<file path="config.mk">
export PLATFORM = sky130hd
export DESIGN_NAME = pdm_modulator
export DESIGN_NICKNAME = d
export VERILOG_FILES = /design/src/rtl/pdm_pkg.sv /design/src/rtl/sdm2_core.sv /design/src/rtl/pdm_modulator.sv
export SDC_FILE = /design/constraint.sdc
export NUM_CORES = 1
export LEC_CHECK = 0
export ABC_AREA = 1
export CORE_MARGIN = 8
export CORE_UTILIZATION = 35
export DETAILED_ROUTE_END_ITERATION = 7
export PLACE_DENSITY = 0.55
export SLEW_MARGIN = 10
export SYNTH_ARGS = -nofsm -noshare
export SYNTH_HDL_FRONTEND = slang
export SYNTH_HIERARCHICAL = 1
export SYNTH_SLANG_ARGS = --single-unit
</file>
<file path="constraint.sdc">
create_clock -name clk -period 10.6 [get_ports clk]
set_clock_uncertainty 0.1 [all_clocks]
set_input_delay 2.12 -clock clk [delete_from_list [all_inputs] [get_ports clk]]
set_output_delay 2.12 -clock clk [all_outputs]
set_load 0.01 [all_outputs]
</file>
<file path="src/rtl/pdm_pkg.sv">
// Shared constants and saturation helper for the PDM modulator and CIC3 decimator.
// Widths here are the defaults; modules may override PCM_W and OSR_LOG2.
package pdm_pkg;

    localparam int PDM_PCM_W    = 16;
    localparam int PDM_OSR_LOG2 = 6;
    localparam int PDM_FS       = 1 << (PDM_PCM_W - 1);
    localparam int PDM_I1_W     = PDM_PCM_W + 4;
    localparam int PDM_I2_W     = PDM_PCM_W + 8;
    localparam int PDM_I1_MAX   = (1 << (PDM_I1_W - 1)) - 1;
    localparam int PDM_I2_MAX   = (1 << (PDM_I2_W - 1)) - 1;

    // Symmetric clamp to +/-(2^(w-1)-1); w must be below 32.
    function automatic logic signed [31:0] sat(
        input logic signed [31:0] v,
        input int                 w
    );
        logic signed [31:0] lim;
        lim = (32'sd1 <<< (w - 1)) - 32'sd1;
        if (v > lim) begin
            sat = lim;
        end else if (v < -lim) begin
            sat = -lim;
        end else begin
            sat = v;
        end
    endfunction

endpackage

</file>
<file path="src/rtl/sdm2_core.sv">
// Second-order CIFB sigma-delta modulator with saturating integrators.
// The output bit is registered and also serves as the feedback sign.
module sdm2_core
    import pdm_pkg::*;
#(
    parameter int PCM_W = PDM_PCM_W
) (
    input  logic                    clk,
    input  logic                    rst,
    input  logic signed [PCM_W-1:0] x,
    output logic                    pdm_out
);

    localparam int I1_W = PCM_W + 4;
    localparam int I2_W = PCM_W + 8;
    localparam logic signed [31:0] FS = 32'sd1 <<< (PCM_W - 1);

    logic signed [I1_W-1:0] i1_q, i1_d;
    logic signed [I2_W-1:0] i2_q, i2_d;
    logic                   pdm_q, pdm_d;
    logic signed [31:0]     fb, s1, s2, i1_s, i2_s;

    always_comb begin
        fb    = pdm_q ? FS : -FS;
        s1    = 32'(i1_q) + 32'(x) - fb;
        // second stage integrates the pre-update i1
        s2    = 32'(i2_q) + 32'(i1_q) - fb;
        i1_s  = sat(s1, I1_W);
        i2_s  = sat(s2, I2_W);
        i1_d  = i1_s[I1_W-1:0];
        i2_d  = i2_s[I2_W-1:0];
        pdm_d = !i2_s[31];
    end

    always_ff @(posedge clk) begin
        if (rst) begin
            i1_q  <= '0;
            i2_q  <= '0;
            pdm_q <= 1'b0;
        end else begin
            i1_q  <= i1_d;
            i2_q  <= i2_d;
            pdm_q <= pdm_d;
        end
    end

    assign pdm_out = pdm_q;

endmodule

</file>
<file path="src/rtl/pdm_modulator.sv">
// PCM-to-PDM transmitter: one-entry sample buffer, linear interpolator
// over 2^OSR_LOG2 clocks, and a second-order sigma-delta core.
module pdm_modulator
    import pdm_pkg::*;
#(
    parameter int OSR_LOG2 = PDM_OSR_LOG2,
    parameter int PCM_W    = PDM_PCM_W
) (
    input  logic                    clk,
    input  logic                    rst,
    input  logic signed [PCM_W-1:0] pcm_in,
    input  logic                    pcm_in_valid,
    output logic                    pcm_in_ready,
    output logic                    pdm_out,
    output logic                    frame_start,
    output logic                    underrun
);

    localparam int ACC_W  = PCM_W + OSR_LOG2 + 1;
    localparam int STEP_W = PCM_W + 1;

    logic [OSR_LOG2-1:0]     phase_q, phase_d;
    logic signed [PCM_W-1:0] buf_q, buf_d;
    logic signed [PCM_W-1:0] prev_q, prev_d;
    logic signed [PCM_W-1:0] tgt_q, tgt_d;
    logic                    buf_full_q, buf_full_d;
    logic                    underrun_q, underrun_d;
    logic signed [ACC_W-1:0] acc_q, acc_d;
    logic signed [STEP_W-1:0] step_q, step_d;
    logic                    frame_end, accept;
    logic signed [PCM_W-1:0] x;

    assign frame_end    = &phase_q;
    assign accept       = pcm_in_valid && !buf_full_q;
    assign pcm_in_ready = !buf_full_q;
    assign frame_start  = !rst && (phase_q == '0);
    assign underrun     = underrun_q;
    assign x            = acc_q[OSR_LOG2 +: PCM_W];

    always_comb begin
        phase_d    = phase_q + OSR_LOG2'(1);
        buf_d      = buf_q;
        buf_full_d = buf_full_q;
        prev_d     = prev_q;
        tgt_d      = tgt_q;
        underrun_d = underrun_q;
        acc_d      = acc_q + ACC_W'(step_q);
        step_d     = step_q;
        if (accept) begin
            buf_d      = pcm_in;
            buf_full_d = 1'b1;
        end
        if (frame_end) begin
            prev_d = tgt_q;
            if (buf_full_q) begin
                tgt_d      = buf_q;
                buf_full_d = 1'b0;
            end else begin
                underrun_d = 1'b1;
            end
            // exact reload each frame so the ramp never drifts
            acc_d  = ACC_W'(tgt_q) <<< OSR_LOG2;
            step_d = STEP_W'(tgt_d) - STEP_W'(tgt_q);
        end
    end

    always_ff @(posedge clk) begin
        if (rst) begin
            phase_q    <= '0;
            buf_q      <= '0;
            buf_full_q <= 1'b0;
            prev_q     <= '0;
            tgt_q      <= '0;
            underrun_q <= 1'b0;
            acc_q      <= '0;
            step_q     <= '0;
        end else begin
            phase_q    <= phase_d;
            buf_q      <= buf_d;
            buf_full_q <= buf_full_d;
            prev_q     <= prev_d;
            tgt_q      <= tgt_d;
            underrun_q <= underrun_d;
            acc_q      <= acc_d;
            step_q     <= step_d;
        end
    end

    sdm2_core #(
        .PCM_W(PCM_W)
    ) u_sdm (
        .clk    (clk),
        .rst    (rst),
        .x      (x),
        .pdm_out(pdm_out)
    );

endmodule
</file>
==> flow_summary.yaml, run 1 <==
placement:
  routabilityCongestion: 0.897
  io_buffers: 22
  dpl.hpwl_um: 23500
  place_ws_ns: 4.87
floorplan:
  start_util: 0.353
  die_width_um: 194
  coreArea_um2: 31400
  rows: 65
  io_pins: 23
  die_area_um2: 37600
  die_height_um: 194
yosys:
  yosysSeqAreaShare: 0.224
  synth_edf_count: 0
  synth_top_area_frac: 0.224
  syn_inst: 1788
  syn_area_per_cell_um2: 6.19
  synthFlopType: "dfxtp_1"
  synth_area_um2: 11100
  synth-seq-cells: 124
  ys_warn_count: 6
  yosys-top-cells-count: "nand2_1 (515), inv_1 (332), nor2_1 (172)"
  yosysMostFrequentCell: "nand2_1"
  yosys-top-cells-area: "dfxtp_1 (22%), nand2_1 (17%), ha_1 (13%), inv_1 (11%), nor2_1 (5.8%)"
  syn_nets: 1936
  synthArstFlopShare: 0
  synth.distinct_cells: 46
  synth_area_leader_cell: "dfxtp_1"
timing:
  fin_ws_ns: 4.86
  setup_tns_ns: 0
  slew_violations: 0
  post-route-period-util: 0.542
  worst_pin_slew_ns: 1.08
  min_period_ns: 5.74
  setup_viol: 0
  relSlewSlack: 0.278
  fmax_mhz: 174
  rsz0062_at_grt: "false"
  hold_viol: 0
final_layout:
  fillers: 3461
  area_growth_pct: 10.3
  nNetsFinal: 1950
  diodes: 0
  drive_gt1_frac: 0.0771
clocking:
  cts_resized: 0
  post_cts_buffers: 0
  path_clk_slew_ns: 0.06
  cts.sinks: 124
  clock_path_buffers: 2
  clk-insertion-delay-late_ns: 0.42
  cts_root_buf: "clkbuf_16"
  cts_tree: "done"
  cts_buffers: 17
  h-tree-depth: 4
  cts_hold_buffers: 0
route:
  route.detailed.drc: 0
  drtIter0Drc: 567
  dr.pass1.iters: 5
  drtAntennaViolNets: 0
  via_count: 10400
  via_per_inst: 4.68
  wl_um: 29100
  post_drt_wl_per_cell_um: 13.1
global_route:
  antenna_found_initial: 0
  grt_util_all_layers: 0.157
  grtUsageMet1: 0.195
  grt_overflow: 0
  grt_max_degree: 41
  grt_use_met2: 0.281
  grt_pass1_wl_um: 49100
  grt_pass1_vias: 10200
  grt_use_met3: 0.0260
  grt_busiest_layer: "met2"
setup_path:
  crit_path_cell_trace: "buf_2 > inv_1 > buf_4 > nand4_1 > nor3_1 > clkdlybuf4s50_1"
  crit_buf_inv: 4
  worstSetupPathType: "input port to output port"
  cp-startpoint: "rst"
  slowest_stage: "clkdlybuf4s50_1"
  cp-end-kind: "output port"
  cp_slowest_stage_delay_ns: 0.57
  r2r_start: "u_sdm/pdm_out"
  critPathArrivalTime_ns: 3.52
  crit_fanout: 40
  crit_required_ns: 8.38
  worst_setup_path_start_kind: "input port"
  path_delay_family: "buffers and inverters"
worst_hold_path:
  hold_class: "flip-flop to flip-flop"
  min-delay-start: "phase_q[0]"
job:
  max-cap-violations: 0
outcome:
  status: "finished, final reports clean"
==> flip-flops by register name, indices dropped and copies added (netlist names) <==
signal / count
step_q: 17
underrun: 1
u_sdm/pdm_out: 1
buf_full_q: 1
buf_q: 16
phase_q: 6
u_sdm/i1_q: 20
tgt_q: 16
u_sdm/i2_q: 24
acc_q: 22
==> metrics by stage <==
step	cell area, um^2	utilization	hold WS [ns]	cells
after detailed placement	11600	0.370	0.357	2185
after global placement	11600	0.370	0.348	2185
after CTS	12200	0.389	0.367	2217
final	12200	0.389	0.361	2217
after global routing	12200	0.389	0.380	2217
after floorplan	11100	-	0.330	1788
==> cells in the final DEF, fill, tap and decap left out, drive strengths merged <==
cell type,instances
nand2,559
inv,352
nor2,179
dfxtp,124
a21oi,122
ha,115
nand3,103
o21ai,90
nand3b,21
clkdlybuf4s50,21
clkbuf,18
nand4,15
fa,14
nor3,14
xor2,11
xnor2,8
and2,8
or2,7
o21bai,7
clkinv,5
o22ai,4
clkinvlp,4
buf,3
bufinv,2
nor4,2
nor3b,1
o21a,1
and3,1
a211oi,1
o2111a,1
a21boi,1
a21o,1
==> area by class of cell <==
type	instances	area (um^2)	share of cell area
multi-input cells	1286	7080	0.580
well taps	402	503	0.0412
clock inverters	14	161	0.0132
clock buffers	18	429	0.0352
inverters	349	1320	0.108
repair buffers	24	230	0.0189
flip-flops and latches	124	2480	0.203
==> path summary, 6_finish.rpt <==
path / cells after the start / to / slack, ns
setup reg to reg: 15 / u_sdm/i2_q[5] / 6.02
hold / removal: 1 / phase_q[0] / 0.36
hold reg to reg: 1 / phase_q[0] / 0.36
setup / recovery: 6 / frame_start / 4.86
==> per-layer routing <==
layer | vias to the layer above | share of wire
met3 | 26 | 0.034
met1 | 4572 | 0.48
met5 | - | 0
li1 | 5605 | -
met2 | 164 | 0.47
met4 | 0 | 0.014
==> logic make-up after synthesis <==
family                   Yosys count  share of synthesized area
flip-flops                       124                      0.224
AND/OR/NAND/NOR                  910                      0.353
buffers and inverters            378                      0.136
AO/OA/AOI/OAI                    228                      0.116
adder cells (fa/ha/maj)          129                      0.155
XOR/XNOR                          19                     0.0157
Power of run 1 is left out: the tool's default activity adds up to more than one toggle a clock period on the data nets, which glitch-free logic cannot reach.
==> inputs of run 2 (changes only) <==
Settings changed: PLACE_DENSITY 0.55 to 0.57.
Clock period 10.6 ns to 4.6 ns, I/O delays scaled along.
==> run 2 against run 1 <==
  * Count of clock-buffer cells in the layout is the same
  * Register-to-register slack lost 5.2 ns
  * First-iteration DRC count shrank 5.6%
  * Highest routed layer unchanged
  * Via count grew 1.4%
  * Critical endpoint is now u_sdm/i2_q[5]
  * Critical path depth grew 6
  * Worst setup slack lost 4.1 ns
  * Non-clock buffer count grew 2
  * Final cell count is essentially flat
  * Flip-flop and latch count is the same
  * Wire length grew 2.4%
==> flow_summary.yaml, run 2 (synthesized netlist as in run 1, its figures left out) <==
setup_path:
  cp-end-kind: "flip-flop"
  worst_setup_path_start_kind: "flip-flop"
  r2r_slack_ns: 0.78
  crit_required_ns: 4.76
  critPathArrivalTime_ns: 3.99
  worstSetupPathType: "flip-flop to flip-flop"
  crit_fanout: 22
clocking:
  clk-insertion-delay-late_ns: 0.43
  cts_root_buf: "clkbuf_16"
  cts_hold_buffers: 0
  h-tree-depth: 4
  cts.sinks: 124
  clock_path_buffers: 2
  post_cts_buffers: 0
  path_clk_slew_ns: 0.06
  cts_buffers: 17
  cts_tree: "done"
  cts_resized: 0
floorplan:
  die_width_um: 194
  rows: 65
  die_area_um2: 37600
  start_util: 0.353
  die_height_um: 194
  io_pins: 23
  coreArea_um2: 31400
placement:
  io_buffers: 22
  routabilityCongestion: 0.938
  place_ws_ns: 0.763
  dpl.cell_count: 2187
  dpl.hpwl_um: 24300
  placed_area_um2: 11600
final_layout:
  diodes: 0
  area_growth_pct: 10.4
  layout_commonest_cell: "nand2_1"
  design_area_um2: 12200
  largest_registers: "u_sdm/i2_q (24), acc_q (22), u_sdm/i1_q (20)"
  instances_no_fill: 2219
  largest_reg_flops: 24
  regMostFlops: "u_sdm/i2_q"
  drive_gt1_frac: 0.0782
  nNetsFinal: 1952
  layout_common_cells: "nand2_1 (515), inv_1 (332), nor2_1 (172), dfxtp_1 (124), ha_1 (115)"
route:
  wl_um: 29800
  drtIter0Drc: 535
  post_drt_wl_per_cell_um: 13.4
  route.detailed.drc: 0
  via_per_inst: 4.74
  via_count: 10500
  drtAntennaViolNets: 0
  dr.pass1.iters: 5
timing:
  slew_violations: 0
  rsz0062_at_grt: "false"
  relSlewSlack: 0.222
  fmax_mhz: 261
  fin_ws_ns: 0.775
  post-route-period-util: 0.831
  min_period_ns: 3.82
  setup_viol: 0
  setup_tns_ns: 0
  hold_viol: 0
  worst_pin_slew_ns: 1.17
worst_hold_path:
  hold_class: "flip-flop to flip-flop"
job:
  max-cap-violations: 0
global_route:
  antenna_found_initial: 0
  grt_util_all_layers: 0.161
  grt_pass1_wl_um: 50300
  grt_overflow: 0
  grt_busiest_layer: "met2"
  grt_use_met3: 0.0278
  grt_pass1_vias: 10300
  grt_use_met2: 0.288
  grt_max_degree: 40
  grtUsageMet1: 0.192
outcome:
  status: "finished, final reports clean"
run 2: worst paths after layout:
check                                     end      startpoint  depth (start not counted)
worst max register to register  u_sdm/i2_q[5]  u_sdm/i1_q[19]                         12
worst min-delay path               phase_q[0]      phase_q[0]                          1
worst max-delay path            u_sdm/i2_q[5]  u_sdm/i1_q[19]                         12
worst min register to register     phase_q[0]      phase_q[0]                          1
run 2: metal layers:
layer	part of all wire	up-vias
met2	0.48	172
met4	0.027	0
met5	0	-
met1	0.47	4670
li1	-	5626
met3	0.031	46
run 2: worst max-delay path, stage by stage (launching register included):
cell and delay [ns]:
dfxtp_1 0.55, fa_1 0.51, ha_1 0.39, a21oi_1 0.19, o21ai_0 0.16, a211oi_1 0.30
nand2_1 0.09, nand2_1 0.06, nand2_1 0.07, nor3_1 0.13, nor2_1 0.08, inv_1 0.84
a21oi_1 0.17
run 2: final cells by class:
cell class,count,area (um^2)
clock buffers,18,429
clock inverters,14,160
fillers,3478,19200
inverters,349,1320
multi-input cells,1286,7080
flip-flops and latches,124,2480
well taps,402,503
repair buffers,26,245
run 2: per-stage QoR:
| step | hold WS, ns | utilization |
|---|---|---|
| 2_1_floorplan | 0.330 | - |
| 3_3_place_gp | 0.349 | 0.370 |
| 3_5_place_dp | 0.361 | 0.370 |
| 4_1_cts | 0.375 | 0.389 |
| 5_1_grt | 0.391 | 0.389 |
| 6_report | 0.366 | 0.389 |
Power of run 2 is left out for the same reason.
==> RTL change 1, RTL diff (config.mk and constraints of run 1) <==
Change the package constant `PDM_PCM_W` from 16 to 17.
--- a/src/rtl/pdm_pkg.sv
+++ b/src/rtl/pdm_pkg.sv
@@ -2,7 +2,7 @@
 // Widths here are the defaults; modules may override PCM_W and OSR_LOG2.
 package pdm_pkg;
 
-    localparam int PDM_PCM_W    = 16;
+    localparam int PDM_PCM_W    = 17;
     localparam int PDM_OSR_LOG2 = 6;
     localparam int PDM_FS       = 1 << (PDM_PCM_W - 1);
     localparam int PDM_I1_W     = PDM_PCM_W + 4;
Ports: changed (resized pcm_in); port bits go from 23 to 24. No check against the original RTL was run, so the function may have changed too.
==> RTL change 1 against run 1 <==
  * Final area increased by 5.9%
  * Sequential cell count up 6
  * Worst setup slack lost 0.16 ns
  * Synthesized area increased by 5.7%
  * Largest cell class unchanged
  * Utilization about the same
  * Non-clock buffer count grew 1
  * Wire length rose by 10%
  * Register-to-register slack better by 0.32 ns
  * Critical endpoint unchanged
Power is left out: the tool's default activity adds up to more than one toggle a clock period on the data nets, which glitch-free logic cannot reach.
==> RTL change 1: results (changes against run 1) <==
status=complete, no violations; Seq/Total Area, Yosys=22.23% (-0.19 points); routability cong.=0.9024 (+0.62%); clock buffer depth=2 (unchanged); layout cells sized above 1=6.567% (-1.1 points); layout filler cell count=3696 (+6.8%); largest registers=u_sdm/i2_q: 25 flops, acc_q: 23 flops, u_sdm/i1_q: 21 flops; worst hold stages=2 (+1); DR iter-0 viols=599 (+5.6%); Crit path largest cell delay=0.57 ns (about the same); R2R cell count=14 (-1); Clock Latency Late Sink=approximately 0.43 ns; Total GRT Usage=16.98% (+1.3 points); post-placement cell area=12300 sq um (+5.9%); critical path's slowest cell=clkdlybuf4s50_1; first-pass GRT wire length=54.02 mm (+10%); Slew headroom=45.02% (+17 points); CP Max Fanout=46 (+15%); IO Port Bufs=23 (+4.5%); dpl hpwl=26.15 mm (+11%); largest net degree at the start of global routing=55 (+34%); Pre-Repair DR Iteration Count=5 (unchanged); Async SR Flop Fraction=0% (unchanged); CTS resizes=0 (unchanged); Post-synth top cells=nand2_1 (555), inv_1 (378), nor2_1 (177); Synthesized Nets=2061 (+6.5%); via density per instance=4.654 (-0.46%); Synth area leaders=dfxtp_1 (22%), nand2_1 (18%), ha_1 (13%), inv_1 (12%), nor2_1 (5.7%); CTS H-tree depth=4 (unchanged); synth warn=6 (unchanged); DRT Wirelength=32.16 mm (+10%); synth unique cells=45 (-2.2%)
==> RTL change 1: final cells by class <==
cell class	instances	area, sq um	area share (%)
clock buffers	21	470.5	3.641
well taps	448	560.5	4.338
repair buffers	25	240.2	1.859
multi-input cells	1360	7446	57.62
flip-flops and latches	130	2603	20.14
inverters	387	1453	11.24
clock inverters	11	150.1	1.162
==> RTL change 1: per-stage QoR <==
step	worst slack, ns	hold slack (ns)	std cells	utilization, %
finish	4.701	0.3582	2382	38.93
CTS	4.663	0.3612	2382	38.93
detailed placement	4.682	0.3509	2350	37.06
global route	4.540	0.3931	2382	38.93
global placement	4.679	0.3457	2350	37.06
floorplan	5.437	0.3299	1906	-
==> RTL change 1: tightest hold or removal path: stages (launching register included) <==
cell and delay [ns]:
dfxtp_1 0.31, nand2_1 0.06, nand2_1 0.04
==> RTL change 1: per-layer routing <==
layer  part of all wire, %  global-route usage [%]
met4                   2.1                   4.666
met2                    47                   29.65
met3                   3.1                   2.571
met5                     0                       0
met1                    47                   21.41
==> RTL change 1: final timing paths <==
path / from / end / slack [ns]
setup / recovery: rst / frame_start / 4.70
hold / removal: step_q[5]$_SDFFE_PP0P_ / step_q[5]$_SDFFE_PP0P_ / 0.36
setup reg to reg: u_sdm/pdm_out$_SDFF_PP0_ / u_sdm/i2_q[12]$_SDFF_PP0_ / 6.34
hold reg to reg: step_q[5]$_SDFFE_PP0P_ / step_q[5]$_SDFFE_PP0P_ / 0.36
==> RTL change 1: cells by family after synthesis <==
group           after synthesis  share of synthesized area, %
xor+xnor                     23                         1.785
flops                       130                         22.23
simple gates                947                         34.59
compound gates              255                         11.91
fa+ha+maj                   135                         15.33
buf+inv                     416                         14.16
==> RTL change 2, RTL diff (config.mk and constraints of run 1) <==
Made on the original files. Make the reset (`rst`) asynchronous in 2 clocked blocks.
--- a/src/rtl/sdm2_core.sv
+++ b/src/rtl/sdm2_core.sv
@@ -32,7 +32,7 @@
         pdm_d = !i2_s[31];
     end
 
-    always_ff @(posedge clk) begin
+    always_ff @(posedge clk or posedge rst) begin
         if (rst) begin
             i1_q  <= '0;
             i2_q  <= '0;
--- a/src/rtl/pdm_modulator.sv
+++ b/src/rtl/pdm_modulator.sv
@@ -64,7 +64,7 @@
         end
     end
 
-    always_ff @(posedge clk) begin
+    always_ff @(posedge clk or posedge rst) begin
         if (rst) begin
             phase_q    <= '0;
             buf_q      <= '0;
Formal check against the unedited RTL: differs if rst is asserted again (counterexample within 4 cycles, from zero or initial values and one cycle with rst high); with rst held inactive, the same outputs for 10 cycles.
==> RTL change 2 against run 1 <==
  * Worst setup slack lost 0.39 ns
  * Synthesized area grew 1.2%
  * First-iteration DRC count shrank 20%
  * Critical endpoint unchanged
  * Sequential cell count is the same
  * Critical path type unchanged
  * Final area grew 1.8%
  * Wire length shrank 6.2%
Power is left out: it rests on default switching activity, and per cell area and clock period it moved more than threefold.
==> RTL change 2: results (changes against run 1) <==
status=complete, no violations; Post-Synth Adder-Cell Area=15.35% (-0.18 points); Net count, final=1836 (-5.8%); worst min path class=reg -> reg; synth warn=6 (unchanged); Total GRT Usage=14.85% (-0.86 points); CP Max Fanout=28 (-30%); CTS H-tree depth=4 (unchanged); compound-cell area share of the yosys netlist=7.985% (-3.6 points); via density per instance=4.645 (-0.67%); xor and xnor area share after synthesis=2.334% (+0.76 points); Worst R2R Start=u_sdm/pdm_out$_DFF_PP0_; layout cells sized above 1=7.878% (+0.16 points); first-pass GRT wire length=46.31 mm (-5.7%); Reg-to-Reg End=u_sdm/i2_q[19]$_DFF_PP0_; Post-synth top cells=nand2_1 (551), inv_1 (321), dfrtp_1 (124); Clock Latency Late Sink=0.44 ns (+0.02 ns); DR iter-0 viols=451 (-20%); vias in the first global route=9845 (-3.3%); R2R cell count=19 (+4); Async SR Flop Fraction=100.0% (+100 points); synth unique cells=43 (-6.5%); layout filler cell count=3395 (-1.9%); DR WL/cell=12.99 um (-1.1%); Crit path largest cell delay=0.54 ns (-0.03 ns); Reg2Reg Setup Slack=6.47 ns (+0.45 ns); Main synth FF type=dfrtp_1; Seq/Total Area, Yosys=27.70% (+5.3 points); dpl hpwl=21.96 mm (-6.6%); largest net degree at the start of global routing=57 (+39%)
==> RTL change 2: how the worst min path moves through the flow <==
stage | from | end | slack [ns] | cells after the start
floorplan | phase_q[0]$_DFF_PP0_ | phase_q[0]$_DFF_PP0_ | 0.33 | 1
global placement | phase_q[0]$_DFF_PP0_ | phase_q[0]$_DFF_PP0_ | 0.35 | 1
detailed placement | underrun$_DFFE_PP0P_ | underrun$_DFFE_PP0P_ | 0.36 | 1
CTS | phase_q[0]$_DFF_PP0_ | phase_q[0]$_DFF_PP0_ | 0.37 | 1
global route | underrun$_DFFE_PP0P_ | underrun$_DFFE_PP0P_ | 0.39 | 1
finish | phase_q[0]$_DFF_PP0_ | phase_q[0]$_DFF_PP0_ | 0.37 | 1
==> RTL change 2: cell type report <==
| class | count | area, sq um | share of cell area, % |
|---|---|---|---|
| multi-input cells | 1191 | 6735 | 54.20 |
| flip-flops and latches | 124 | 3103 | 24.97 |
| inverters | 327 | 1229 | 9.887 |
| well taps | 402 | 503.0 | 4.048 |
| clock buffers | 18 | 439.2 | 3.534 |
| repair buffers | 27 | 257.7 | 2.074 |
| clock inverters | 14 | 160.2 | 1.289 |
==> RTL change 2: critical path, delay by kind of cell <==
| family | cells | cell delay [ns] |
|---|---|---|
| and+or+nand+nor | 2 | 0.32 |
| buffers and inverters | 3 | 1.45 |
==> RTL change 2: routing by layer <==
layer	part of all wire (%)	global-route usage (%)	wire length [um]	up-vias
li1	-	-	-	5209
met1	47	18.05	12920	4387
met2	47	25.54	12880	129
met3	2.6	2.885	712	43
met4	3.0	5.811	813	0
met5	0	0	0	-
==> RTL change 2: cells by family after synthesis <==
kind of cell	count (synthesis)
buf+inv	348
xor+xnor	29
compound gates	165
simple gates	851
fa+ha+maj	129
flops	124
mux	17
==> RTL change 2: per-stage QoR <==
stage	setup slack, ns	instance area, sq um	utilization [%]	cells
finish	4.473	12430	39.38	2103
global route	4.277	12430	39.38	2103
CTS	4.364	12430	39.38	2103
detailed placement	4.380	11830	37.48	2071
global placement	4.360	11830	37.48	2071
floorplan	4.102	11200	-	1663
